## src/rtl/fact_accel_mm.sv

```systemverilog
// fact_accel_mm: register-mapped iterative factorial accelerator with sticky overflow flag and level interrupt
//   clk, rst     : clock, asynchronous active-high reset
//   WE, A, WD    : write enable, register address (0=N 1=CTRL 2=STATUS 3=RESULT), write data
//   RD           : combinational read data for address A
//   irq          : done && ie
module fact_accel_mm #(
  parameter int NW = 4,
  parameter int RW = 32
) (
  input  logic        clk,
  input  logic        rst,
  input  logic        WE,
  input  logic [1:0]  A,
  input  logic [31:0] WD,
  output logic [31:0] RD,
  output logic        irq
);
  typedef enum logic {IDLE, MUL} state_t;
  state_t state_q;
  logic [NW-1:0] n_q, cnt_q;
  logic [RW-1:0] acc_q, result_q;
  logic ie_q, done_q, err_q;
  logic go_d, busy;
  logic [RW+NW-1:0] prod_d;
  assign go_d   = WE && A == 2'd1 && WD[0];
  assign busy   = state_q == MUL;
  assign prod_d = (RW+NW)'(acc_q) * (RW+NW)'(cnt_q);
  assign irq    = done_q && ie_q;
  always_comb
    RD = A == 2'd0 ? 32'(n_q) :
         A == 2'd1 ? {30'b0, ie_q, 1'b0} :
         A == 2'd2 ? {29'b0, err_q, busy, done_q} : 32'(result_q);
  // W1C is applied first so that flag updates from the FSM below win on the same edge
  always_ff @(posedge clk or posedge rst)
    if (rst) begin
      state_q  <= IDLE;
      n_q      <= '0;
      cnt_q    <= '0;
      acc_q    <= '0;
      result_q <= '0;
      ie_q     <= 1'b0;
      done_q   <= 1'b0;
      err_q    <= 1'b0;
    end else begin
      if (WE && A == 2'd0) n_q <= WD[NW-1:0];
      if (WE && A == 2'd1) ie_q <= WD[1];
      if (WE && A == 2'd2 && WD[0]) begin
        done_q <= 1'b0;
        err_q  <= 1'b0;
      end
      case (state_q)
        IDLE: if (go_d) begin
          acc_q   <= RW'(1);
          cnt_q   <= n_q;
          done_q  <= 1'b0;
          err_q   <= 1'b0;
          state_q <= MUL;
        end
        MUL: if (cnt_q > NW'(1)) begin
          acc_q <= prod_d[RW-1:0];
          cnt_q <= cnt_q - NW'(1);
          if (|prod_d[RW+NW-1:RW]) err_q <= 1'b1;
        end else begin
          result_q <= acc_q;
          done_q   <= 1'b1;
          state_q  <= IDLE;
        end
        default: state_q <= IDLE;
      endcase
    end
endmodule

```

## config.mk

```make
export PLATFORM = sky130hd
export DESIGN_NAME = fact_accel_mm
export DESIGN_NICKNAME = d
export VERILOG_FILES = /design/src/rtl/fact_accel_mm.sv
export SDC_FILE = /design/constraint.sdc
export NUM_CORES = 1
export LEC_CHECK = 0
export BUFFER_PORTS_ARGS = -buffer_cell sky130_fd_sc_hd__buf_2
export CAP_MARGIN = 30
export CORE_ASPECT_RATIO = 0.5
export CORE_UTILIZATION = 56
export DETAILED_ROUTE_END_ITERATION = 7
export PLACE_DENSITY = 0.8
export SYNTH_ARGS = -nofsm -noshare
export SYNTH_HDL_FRONTEND = slang
export SYNTH_SLANG_ARGS = --single-unit
```

## constraint.sdc

```tcl
create_clock -name clk -period 5.06 [get_ports clk]
set_input_delay 0.759 -clock clk [delete_from_list [all_inputs] [get_ports clk]]
set_output_delay 0.759 -clock clk [all_outputs]
set_load 0.1 [all_outputs]
```

==> results.yml <==
synthesis:
  synth_edf_count: 0
  synth_area_leaders: "dfrtp_1 26%, fa_1 16%, and2_1 7.9%"
  synth_top_cells_by_count: "118 x inv_1, 93 x and2_1, 89 x nand2_1"
  ys_ff_latch: 76
  syn_area_um2: 7330
  synth_cell_types: 52
  yosysSeqAreaShare_pct: 26.0
  syn_avg_cell_area_um2: 8.84
  async_flop_share_pct: 100
  synth_top_area_share_pct: 26.0
  synth_ff_type: "dfrtp_1"
  ys_warn_count: 0
  synth_nets: 968
  syn_inst: 829
  synth_most_common_cell: "inv_1"
  synth_area_leader_cell: "dfrtp_1"
status:
  status: "complete, no violations"
timing:
  rsz0062_at_grt: "false"
  setup_viol: 0
  period_share_pct: 88.9
  tightest_slew_ns: 0.748
  finalSetupTns_ns: 0
  max_freq_mhz: 222
  hold_viol: 0
  finClkSkew_ns: 0.0129
  final.min_clock_period_ns: 4.50
  finalMaxSlewViolations: 0
  slew_headroom_pct: 50.1
  holdWs_ns: 0.369
layout:
  antenna_cells: 0
  postLayoutCoreUtil_pct: 62.9
  final_nets: 990
  drive_above_1_share_pct: 14.3
  area_growth_pct: 8.93
  fin_cells: 1026
clock_tree:
  cts_root_buf: "clkbuf_16"
  ctsResizeCount: 0
  clockBufferDepth: 2
  hold_buffers: 0
  clk_pin_slew_ns: 0.07
  cts_made_buffers: 9
  cts_setup_buffers: 0
  clock_sinks: 76
  insertion_delay_ns: 0.35
  cts_tree: "done"
  htreeDepth: 3
global_route:
  grtUsageMet2_pct: 45.3
  use_met1_pct: 36.7
  grt_max_degree: 57
  first_global_vias: 6184
  grt_antenna_before_repair: 0
  overflow: 0
  top_usage_layer: "met2"
  grt_pass1_wl_um: 29600
  gr-usage-all-layers_pct: 27.2
  grtUsageMet3_pct: 4.90
setup_path:
  critPathMaxFanout: 30
  startpoint: "cnt_q[2]"
  cp-endpoint: "acc_q[28]"
  crit_type: "reg2reg"
  slowest_delay_ns: 0.55
  cpLargestDelayFamily: "compound AO/OA/AOI/OAI gates"
  crit_chain: "buf_4, and2_1, fa_1, inv_1, fa_1, inv_1, ha_1, a21oi_1, o21ai_0, a32oi_1, a31oi_1, a41o_1, a21oi_1, xor2_1, o21ai_0"
  r2r_slack_ns: 0.56
  cp.arrival_ns: 4.72
  cp.depth: 15
  required_ns: 5.28
  critPathBufInv: 3
  r2r-start: "cnt_q[2]"
  crit_slowest_cell: "fa_1"
  critPathCaptureType: "flip-flop"
  reg2regPathDepth: 15
  startpoint_type: "flip-flop"
  reg2reg_to: "acc_q[28]"
die:
  initial_utilization_pct: 57.7
  dieHeight_um: 82.9
  ios: 70
  dieArea_um2: 13600
  die_w_um: 164
  std_cell_rows: 29
  core-area_um2: 12700
route:
  wl_um: 16700
  num_vias: 5812
  wl_per_cell_um: 16.2
  ant_nets: 0
  drc_errors: 0
  drt_iter0_drc: 360
  dr.pass1.iters: 4
  vias_per_cell: 5.66
job:
  maxCapViolations: 0
placement:
  numPortBuffers: 41
  gp_congestion: 0.937
  hpwl_um: 12200
  dp.cells: 1009
min_path:
  hold_class: "in2async"
-- cells in the final DEF (no fill, tap or decap), types with 4 or more instances in the layout --
master | netlist | final
inv_1 | 118 | 117
and2_1 | 93 | 93
nand2_1 | 89 | 89
dfrtp_1 | 76 | 76
fa_1 | 60 | 60
o21ai_0 | 52 | 52
ha_1 | 42 | 42
buf_2 | 6 | 41
mux2_2 | 39 | 39
a21oi_1 | 33 | 33
and3_1 | 30 | 30
nor2_1 | 18 | 18
xnor2_1 | 16 | 16
xor2_1 | 15 | 15
nand3_1 | 12 | 12
a21o_1 | 12 | 12
buf_4 | 0 | 11
a31oi_1 | 9 | 9
clkbuf_16 | 0 | 9
nor3_1 | 7 | 7
a22o_1 | 7 | 7
a211oi_1 | 6 | 6
o211ai_1 | 6 | 6
o21ai_1 | 4 | 4
inv_6 | 0 | 4
-- logic make-up (layout without fill, tap and decap cells) --
group / Yosys count / count (layout) / share of synthesized area, %
flops: 76 / 76 / 26.0
compound gates: 153 / 153 / 13.1
xor+xnor: 31 / 31 / 3.70
buf+inv: 160 / 187 / 8.33
mux: 40 / 40 / 6.30
fa+ha+maj: 102 / 102 / 23.6
simple gates: 267 / 267 / 19.0
-- worst min-delay path by stage --
stage / to / slack [ns]
6_report: result_q[31] / 0.37
5_1_grt: result_q[31] / 0.40
4_1_cts: result_q[31] / 0.38
3_5_place_dp: result_q[8] / 0.48
3_3_place_gp: result_q[30] / 0.48
2_1_floorplan: result_q[10] / 0.47
-- area by class of cell --
cell class	count	area, µm²
fill	1075	4720
multi-input combinational	593	4820
clock inverter	7	80.1
inverter	118	444
sequential	76	1900
clock buffer	9	225
timing repair buffer	53	303
tap	170	213
-- sequential cells by signal, summed over array words and instances (netlist names) --
| register | count |
|---|---|
| n_q | 4 |
| acc_q | 32 |
| result_q | 32 |
| done_q | 1 |
| busy | 1 |
| cnt_q | 4 |
| err_q | 1 |
| ie_q | 1 |
-- metal layers --
metal  part of all wire, %  wire, µm
met1                    45      7550
met2                    48      8050
met3                   4.6       771
met4                   1.7       282
met5                     0         0
-- worst register-to-register path, cell delays in order, from the launching register on --
cell,delay [ns]
dfrtp_1,0.50
buf_4,0.30
and2_1,0.22
fa_1,0.52
inv_1,0.06
fa_1,0.55
inv_1,0.05
ha_1,0.38
a21oi_1,0.17
o21ai_0,0.14
a32oi_1,0.47
a31oi_1,0.25
a41o_1,0.31
a21oi_1,0.20
xor2_1,0.17
o21ai_0,0.08
-- through the flow --
| stage | area (µm²) | setup WS [ns] |
|---|---|---|
| detailed placement | 7660 | 0.665 |
| global placement | 7660 | 0.769 |
| floorplan | 7330 | 1.08 |
| finish | 7980 | 0.563 |
| global route | 7980 | 0.343 |
| CTS | 7970 | 0.626 |
Power is left out: the tool's default activity adds up to more than one toggle a clock period on the data nets, which glitch-free logic cannot reach.
